$ cat src/rtl/alu_issue_ctrl_if.sv
// -----------------------------------------------------------------------------
// alu_issue_ctrl_if: command, alu-drive and result signal bundle for alu_issue_ctrl
// Rev 1.0
// -----------------------------------------------------------------------------
`default_nettype none

interface alu_issue_ctrl_if #(
  parameter int WIDTH = 8
);
  logic             cmd_valid_in;
  logic             cmd_ready_out;
  logic [4:0]       cmd_sel_in;
  logic             cmd_carry_in;
  logic [WIDTH-1:0] cmd_a_in;
  logic [WIDTH-1:0] cmd_b_in;

  logic [4:0]       alu_sel_out;
  logic             alu_carry_out;
  logic [WIDTH-1:0] alu_a_out;
  logic [WIDTH-1:0] alu_b_out;
  logic [WIDTH-1:0] alu_y_in;

  logic             res_valid_out;
  logic             res_ready_in;
  logic [WIDTH-1:0] res_y_out;
  logic [4:0]       res_sel_out;
  logic             res_zero_out;
  logic             busy_out;

  modport slave (
    input  cmd_valid_in, cmd_sel_in, cmd_carry_in, cmd_a_in, cmd_b_in,
    input  alu_y_in, res_ready_in,
    output cmd_ready_out, alu_sel_out, alu_carry_out, alu_a_out, alu_b_out,
    output res_valid_out, res_y_out, res_sel_out, res_zero_out, busy_out
  );

  modport master (
    output cmd_valid_in, cmd_sel_in, cmd_carry_in, cmd_a_in, cmd_b_in,
    output alu_y_in, res_ready_in,
    input  cmd_ready_out, alu_sel_out, alu_carry_out, alu_a_out, alu_b_out,
    input  res_valid_out, res_y_out, res_sel_out, res_zero_out, busy_out
  );
endinterface

`default_nettype wire

$ cat src/rtl/alu_issue_ctrl.sv
// -----------------------------------------------------------------------------
// alu_issue_ctrl: FIFO-buffered issue stage that drives a combinational alu and
// captures its result after a fixed settle time. Rev 1.0
// -----------------------------------------------------------------------------
`default_nettype none

module alu_issue_ctrl #(
  parameter int WIDTH  = 8,
  parameter int DEPTH  = 4,
  parameter int SETTLE = 1
) (
  input  logic              clk_in,
  input  logic              rst_n_in,
  alu_issue_ctrl_if.slave   bus
);

  localparam int AW   = $clog2(DEPTH);
  localparam int CW   = AW + 1;
  localparam int SCW  = (SETTLE > 1) ? $clog2(SETTLE) : 1;
  localparam int CMDW = 5 + 1 + 2 * WIDTH;

  typedef enum logic [1:0] {
    ST_IDLE   = 2'd0,
    ST_SETTLE = 2'd1,
    ST_RESULT = 2'd2
  } state_t;

  state_t            state_q, state_d;
  logic              ready_en_q, ready_en_d;
  logic [AW-1:0]     wr_ptr_q, wr_ptr_d;
  logic [AW-1:0]     rd_ptr_q, rd_ptr_d;
  logic [CW-1:0]     count_q, count_d;
  logic [CMDW-1:0]   mem_q [DEPTH];
  logic [CMDW-1:0]   mem_d [DEPTH];
  logic [SCW-1:0]    settle_cnt_q, settle_cnt_d;
  logic [4:0]        alu_sel_q, alu_sel_d;
  logic              alu_carry_q, alu_carry_d;
  logic [WIDTH-1:0]  alu_a_q, alu_a_d;
  logic [WIDTH-1:0]  alu_b_q, alu_b_d;
  logic              res_valid_q, res_valid_d;
  logic [WIDTH-1:0]  res_y_q, res_y_d;
  logic [4:0]        res_sel_q, res_sel_d;

  logic              cmd_ready;
  logic              push;
  logic              pop;

  // Full flag looks only at the registered count so res_ready_in never reaches cmd_ready_out.
  assign cmd_ready = ready_en_q & (count_q != CW'(DEPTH));
  assign push      = bus.cmd_valid_in & cmd_ready;

  always_comb begin
    state_d      = state_q;
    ready_en_d   = 1'b1;
    wr_ptr_d     = wr_ptr_q;
    rd_ptr_d     = rd_ptr_q;
    mem_d        = mem_q;
    settle_cnt_d = settle_cnt_q;
    alu_sel_d    = alu_sel_q;
    alu_carry_d  = alu_carry_q;
    alu_a_d      = alu_a_q;
    alu_b_d      = alu_b_q;
    res_valid_d  = res_valid_q;
    res_y_d      = res_y_q;
    res_sel_d    = res_sel_q;
    pop          = 1'b0;

    case (state_q)
      ST_IDLE: begin
        if (count_q != '0) begin
          pop     = 1'b1;
          state_d = ST_SETTLE;
        end
      end
      ST_SETTLE: begin
        if (settle_cnt_q == '0) begin
          res_y_d     = bus.alu_y_in;
          res_sel_d   = alu_sel_q;
          res_valid_d = 1'b1;
          state_d     = ST_RESULT;
        end else begin
          settle_cnt_d = settle_cnt_q - SCW'(1);
        end
      end
      ST_RESULT: begin
        if (res_valid_q & bus.res_ready_in) begin
          res_valid_d = 1'b0;
          if (count_q != '0) begin
            pop     = 1'b1;
            state_d = ST_SETTLE;
          end else begin
            state_d = ST_IDLE;
          end
        end
      end
      default: state_d = ST_IDLE;
    endcase

    if (pop) begin
      {alu_sel_d, alu_carry_d, alu_a_d, alu_b_d} = mem_q[rd_ptr_q];
      rd_ptr_d     = rd_ptr_q + AW'(1);
      settle_cnt_d = SCW'(SETTLE - 1);
    end

    if (push) begin
      mem_d[wr_ptr_q] = {bus.cmd_sel_in, bus.cmd_carry_in, bus.cmd_a_in, bus.cmd_b_in};
      wr_ptr_d        = wr_ptr_q + AW'(1);
    end

    count_d = count_q + CW'(push) - CW'(pop);
  end

  always_ff @(posedge clk_in or negedge rst_n_in) begin
    if (!rst_n_in) begin
      state_q      <= ST_IDLE;
      ready_en_q   <= 1'b0;
      wr_ptr_q     <= '0;
      rd_ptr_q     <= '0;
      count_q      <= '0;
      for (int i = 0; i < DEPTH; i++) mem_q[i] <= '0;
      settle_cnt_q <= '0;
      alu_sel_q    <= '0;
      alu_carry_q  <= 1'b0;
      alu_a_q      <= '0;
      alu_b_q      <= '0;
      res_valid_q  <= 1'b0;
      res_y_q      <= '0;
      res_sel_q    <= '0;
    end else begin
      state_q      <= state_d;
      ready_en_q   <= ready_en_d;
      wr_ptr_q     <= wr_ptr_d;
      rd_ptr_q     <= rd_ptr_d;
      count_q      <= count_d;
      mem_q        <= mem_d;
      settle_cnt_q <= settle_cnt_d;
      alu_sel_q    <= alu_sel_d;
      alu_carry_q  <= alu_carry_d;
      alu_a_q      <= alu_a_d;
      alu_b_q      <= alu_b_d;
      res_valid_q  <= res_valid_d;
      res_y_q      <= res_y_d;
      res_sel_q    <= res_sel_d;
    end
  end

  assign bus.cmd_ready_out = cmd_ready;
  assign bus.alu_sel_out   = alu_sel_q;
  assign bus.alu_carry_out = alu_carry_q;
  assign bus.alu_a_out     = alu_a_q;
  assign bus.alu_b_out     = alu_b_q;
  assign bus.res_valid_out = res_valid_q;
  assign bus.res_y_out     = res_y_q;
  assign bus.res_sel_out   = res_sel_q;
  // Gated by valid so the flag reads 0 out of reset and between results.
  assign bus.res_zero_out  = res_valid_q & (res_y_q == '0);
  assign bus.busy_out      = (state_q != ST_IDLE) | (count_q != '0);

endmodule

`default_nettype wire

$ cat src/flat_wrapper.sv
// flat-port wrapper written by rule: the top's interface ports become plain ports
module alu_issue_ctrl_flat 
#(
  parameter int WIDTH  = 8,
  parameter int DEPTH  = 4,
  parameter int SETTLE = 1
)
  (clk_in, rst_n_in, bus_cmd_valid_in, bus_cmd_sel_in, bus_cmd_carry_in, bus_cmd_a_in, bus_cmd_b_in, bus_alu_y_in, bus_res_ready_in, bus_cmd_ready_out, bus_alu_sel_out, bus_alu_carry_out, bus_alu_a_out, bus_alu_b_out, bus_res_valid_out, bus_res_y_out, bus_res_sel_out, bus_res_zero_out, bus_busy_out);
  alu_issue_ctrl_if #(.WIDTH(WIDTH)) bus_i ();
  input  logic clk_in;
  input  logic rst_n_in;
  input wire logic [$bits(bus_i.cmd_valid_in)-1:0] bus_cmd_valid_in;
  input wire logic [$bits(bus_i.cmd_sel_in)-1:0] bus_cmd_sel_in;
  input wire logic [$bits(bus_i.cmd_carry_in)-1:0] bus_cmd_carry_in;
  input wire logic [$bits(bus_i.cmd_a_in)-1:0] bus_cmd_a_in;
  input wire logic [$bits(bus_i.cmd_b_in)-1:0] bus_cmd_b_in;
  input wire logic [$bits(bus_i.alu_y_in)-1:0] bus_alu_y_in;
  input wire logic [$bits(bus_i.res_ready_in)-1:0] bus_res_ready_in;
  output wire logic [$bits(bus_i.cmd_ready_out)-1:0] bus_cmd_ready_out;
  output wire logic [$bits(bus_i.alu_sel_out)-1:0] bus_alu_sel_out;
  output wire logic [$bits(bus_i.alu_carry_out)-1:0] bus_alu_carry_out;
  output wire logic [$bits(bus_i.alu_a_out)-1:0] bus_alu_a_out;
  output wire logic [$bits(bus_i.alu_b_out)-1:0] bus_alu_b_out;
  output wire logic [$bits(bus_i.res_valid_out)-1:0] bus_res_valid_out;
  output wire logic [$bits(bus_i.res_y_out)-1:0] bus_res_y_out;
  output wire logic [$bits(bus_i.res_sel_out)-1:0] bus_res_sel_out;
  output wire logic [$bits(bus_i.res_zero_out)-1:0] bus_res_zero_out;
  output wire logic [$bits(bus_i.busy_out)-1:0] bus_busy_out;
  assign bus_i.cmd_valid_in = bus_cmd_valid_in;
  assign bus_i.cmd_sel_in = bus_cmd_sel_in;
  assign bus_i.cmd_carry_in = bus_cmd_carry_in;
  assign bus_i.cmd_a_in = bus_cmd_a_in;
  assign bus_i.cmd_b_in = bus_cmd_b_in;
  assign bus_i.alu_y_in = bus_alu_y_in;
  assign bus_i.res_ready_in = bus_res_ready_in;
  assign bus_cmd_ready_out = bus_i.cmd_ready_out;
  assign bus_alu_sel_out = bus_i.alu_sel_out;
  assign bus_alu_carry_out = bus_i.alu_carry_out;
  assign bus_alu_a_out = bus_i.alu_a_out;
  assign bus_alu_b_out = bus_i.alu_b_out;
  assign bus_res_valid_out = bus_i.res_valid_out;
  assign bus_res_y_out = bus_i.res_y_out;
  assign bus_res_sel_out = bus_i.res_sel_out;
  assign bus_res_zero_out = bus_i.res_zero_out;
  assign bus_busy_out = bus_i.busy_out;
  alu_issue_ctrl #(.WIDTH(WIDTH), .DEPTH(DEPTH), .SETTLE(SETTLE)) u_core (.clk_in(clk_in), .rst_n_in(rst_n_in), .bus(bus_i));
endmodule
$ cat config.mk
export PLATFORM = sky130hd
export DESIGN_NAME = alu_issue_ctrl_flat
export DESIGN_NICKNAME = d
export VERILOG_FILES = /design/src/rtl/alu_issue_ctrl_if.sv /design/src/rtl/alu_issue_ctrl.sv /design/src/flat_wrapper.sv
export SDC_FILE = /design/constraint.sdc
export NUM_CORES = 1
export LEC_CHECK = 0
export BUFFER_PORTS_ARGS = -buffer_cell sky130_fd_sc_hd__clkbuf_2
export CORE_ASPECT_RATIO = 1.2
export CORE_MARGIN = 2
export CORE_UTILIZATION = 30
export CTS_BUF_LIST = sky130_fd_sc_hd__clkbuf_4
export CTS_CLUSTER_SIZE = 20
export DETAILED_ROUTE_END_ITERATION = 12
export PLACE_DENSITY_LB_ADDON = 0.3
export SLEW_MARGIN = 20
export SYNTH_ARGS = -nofsm -noshare
export SYNTH_HDL_FRONTEND = slang
export SYNTH_SLANG_ARGS = --single-unit
$ cat constraint.sdc
create_clock -name clk_in -period 2.6 [get_ports clk_in]
set_input_delay 0.39 -clock clk_in [delete_from_list [all_inputs] [get_ports clk_in]]
set_output_delay 0.39 -clock clk_in [all_outputs]
set_load 0.02 [all_outputs]
==> results.json <==
{
  "status": "completed",
  "numPortBuffers": 72,
  "syn_avg_cell_area_sq_um": 18.4,
  "pin_count": 73,
  "crit_path_start_kind": "flop",
  "antenna_found_initial": 2,
  "clk_path_buf_depth": 2,
  "viasPerCell": 4.51,
  "fmax_mhz": 432,
  "drtAntennaViolNets": 0,
  "fin_tns_setup_ns": 0,
  "route.detailed.drc": 0,
  "first_pass_iters": 4,
  "p_total_mw": 9.21,
  "power.leakage_nw": 3.47,
  "tightest_slew_ns": 0.745,
  "period_minus_slack_ns": 2.31,
  "crit-reg2reg-launch": "u_core.bus.res_valid_out",
  "coreArea_sq_um": 20400,
  "yosysWarnings": 0,
  "ys_types": 32,
  "vias": 3164,
  "setup_viol": 0,
  "crit_slowest_cell": "or3b_4",
  "period_share_pct": 89.0,
  "critPathRequiredTime_ns": 2.21,
  "clk_pin_slew_worst_paths_ns": 0.12,
  "cp_cell_sequence": "or3b_4, and2_2, clkbuf_2",
  "async_flop_share_pct": 100,
  "max_cap_viol_count": 0,
  "die-area_sq_um": 22100,
  "r2r_end": "u_core.count_q[2]",
  "yosys.area.top_type": "dfrtp_1",
  "synth-main-ff-cell": "dfrtp_1",
  "power_density_nw_per_um2": 1300,
  "syn_inst": 341,
  "crit_start": "u_core.count_q[1]",
  "crit_fanout": 6,
  "die_h_um": 162,
  "final_cell_mix": "dfrtp_1, mux2_4, clkbuf_2",
  "grt_max_degree": 52,
  "r2r_cells": 9,
  "gp_congestion": 0.679,
  "min-delay-path-class": "input port to flop",
  "cts.sinks": 134,
  "place_ws_ns": 0.377,
  "start_util_pct": 30.8,
  "crit_end": "bus_cmd_ready_out",
  "fill_cells": 2010,
  "critPathKind": "flop to primary output",
  "num_rows": 57,
  "htreeDepth": 4,
  "final_common_cell": "dfrtp_1",
  "grt_overflow": 0,
  "grt_pass1_vias": 3538,
  "setup_slack_ns": 0.286,
  "slew_violations": 0,
  "die_width_um": 136,
  "finClkSkew_ns": 0.0189,
  "synth_edf_count": 0,
  "cts_buffers": 17,
  "worst_slew_margin_rel_pct": 50.2,
  "worst_ir_drop_vdd_mv": 0.630,
  "drt_iter0_markers": 93,
  "synth_seq_cells": 134,
  "drive_gt1_share_pct": 56.2,
  "synth.net_count": 382,
  "synth_top_area_share_pct": 53.5,
  "track_usage_pct": 12.2,
  "root_buffer": "clkbuf_4",
  "hpwl_mm": 7.90,
  "clk_latency_ns": 0.55,
  "wire_per_inst_um": 17.8,
  "final_nets": 464,
  "ys_seq_area_share_pct": 53.5,
  "grt_pass1_wl_mm": 20.1,
  "crit_path_max_incr_delay_ns": 0.51,
  "finalWirelength_mm": 12.5,
  "rrSetupSlack_ns": 0.37,
  "crit_arrival_ns": 1.92,
  "synth_area_sq_um": 6270,
  "worst_setup_path_end_kind": "primary output",
  "cts_tree": "done",
  "rsz0062_at_grt": "false",
  "hold_viol": 0,
  "area_growth_pct": 13.0,
  "whs_ns": 0.0716,
  "synthTopCellsByArea": "dfrtp_1, mux2_4, mux4_1"
}
-- routing by layer --
| layer | GRT usage (%) | share of wire [%] | up-vias |
|---|---|---|---|
| met2 | 19.6 | 49 | 62 |
| met5 | 0 | 0.10 | - |
| met4 | 3.98 | 1.4 | 2 |
| li1 | - | - | 1432 |
| met1 | 15.3 | 44 | 1656 |
| met3 | 4.14 | 5.2 | 12 |
-- through the flow --
step / cells / area [sq um] / utilization (%)
global placement: 668 / 6810 / 33.4
finish: 702 / 7090 / 34.7
global route: 702 / 7090 / 34.7
CTS: 701 / 7080 / 34.7
detailed placement: 668 / 6810 / 33.4
floorplan: 341 / 6270 / -
-- sequential cells by signal, indices dropped and copies added (netlist names) --
register and flops:
u_core.bus.res_y_out 8, u_core.bus.res_valid_out 1, u_core.rd_ptr_q 2, u_core.bus.alu_sel_out 5
u_core.bus.res_sel_out 5, u_core.ready_en_q 1, u_core.bus.alu_a_out 8, u_core.bus.alu_carry_out 1
u_core.bus.alu_b_out 8, u_core.wr_ptr_q 2, u_core.mem_q 88, u_core.count_q 3
u_core.state_q 2
-- power by group --
group	leakage (nW)	internal [mW]	total, mW	switching, mW
registers	1.61	3.15	3.79	0.640
logic	1.73	2.46	4.10	1.65
clock network	0.133	0.489	1.32	0.827
total	3.47	6.09	9.21	3.11
-- how the worst min path moves through the flow --
stage,startpoint,to,depth (start not counted)
floorplan,rst_n_in,u_core.bus.alu_a_out[0],0
global placement,rst_n_in,u_core.mem_q[81],1
detailed placement,rst_n_in,u_core.mem_q[81],1
CTS,bus_alu_y_in[1],u_core.bus.res_y_out[1],2
global route,bus_alu_y_in[0],u_core.bus.res_y_out[0],2
finish,bus_alu_y_in[1],u_core.bus.res_y_out[1],2
-- timing repair --
| action | CTS | global route |
|---|---|---|
| hold endpoints to repair | 48 | 0 |
| hold buffers | 1 | 0 |
| gates resized for setup | 0 | 0 |
| setup buffers | 0 | 0 |
-- cell usage after synthesis, types with 2 or more instances --
library cell,instances
nor2_1,4
nand2_1,2
mux4_1,20
ha_1,6
mux2_2,37
xnor2_1,3
buf_12,8
buf_6,5
xor2_1,2
inv_1,8
clkbuf_1,2
mux2_4,87
nand4_4,4
dfrtp_1,134
mux4_2,2
-- cell type report --
cell class	instances	area (sq um)	share of cell area [%]
Antenna cell	1	2.50	0.0353
Clock buffer	18	135	1.91
Clock inverter	14	126	1.78
Inverter	8	30.0	0.424
Multi-Input combinational cell	182	2650	37.4
Sequential cell	134	3350	47.3
Tap cell	265	332	4.68
Timing Repair Buffer	80	454	6.41
-- logic make-up (layout without fill, tap and decap cells) --
| logic type | after synthesis | in the layout | share of synthesized area [%] |
|---|---|---|---|
| mux | 146 | 146 | 36.6 |
| flops | 134 | 134 | 53.5 |
| buf+inv | 25 | 120 | 4.25 |
| simple gates | 19 | 19 | 3.05 |
| fa+ha+maj | 7 | 7 | 1.52 |
| xor+xnor | 5 | 5 | 0.698 |
| compound gates | 4 | 4 | 0.399 |
| other cells | 1 | 2 | 0.0598 |
-- worst max-delay path: cells and delay by family, from the launching register on --
kind	cells	cell delay [ns]
DFF	1	0.47
and+or+nand+nor	2	0.76
buffers and inverters	1	0.16
Note: power is estimated with default switching activity, not from simulation.
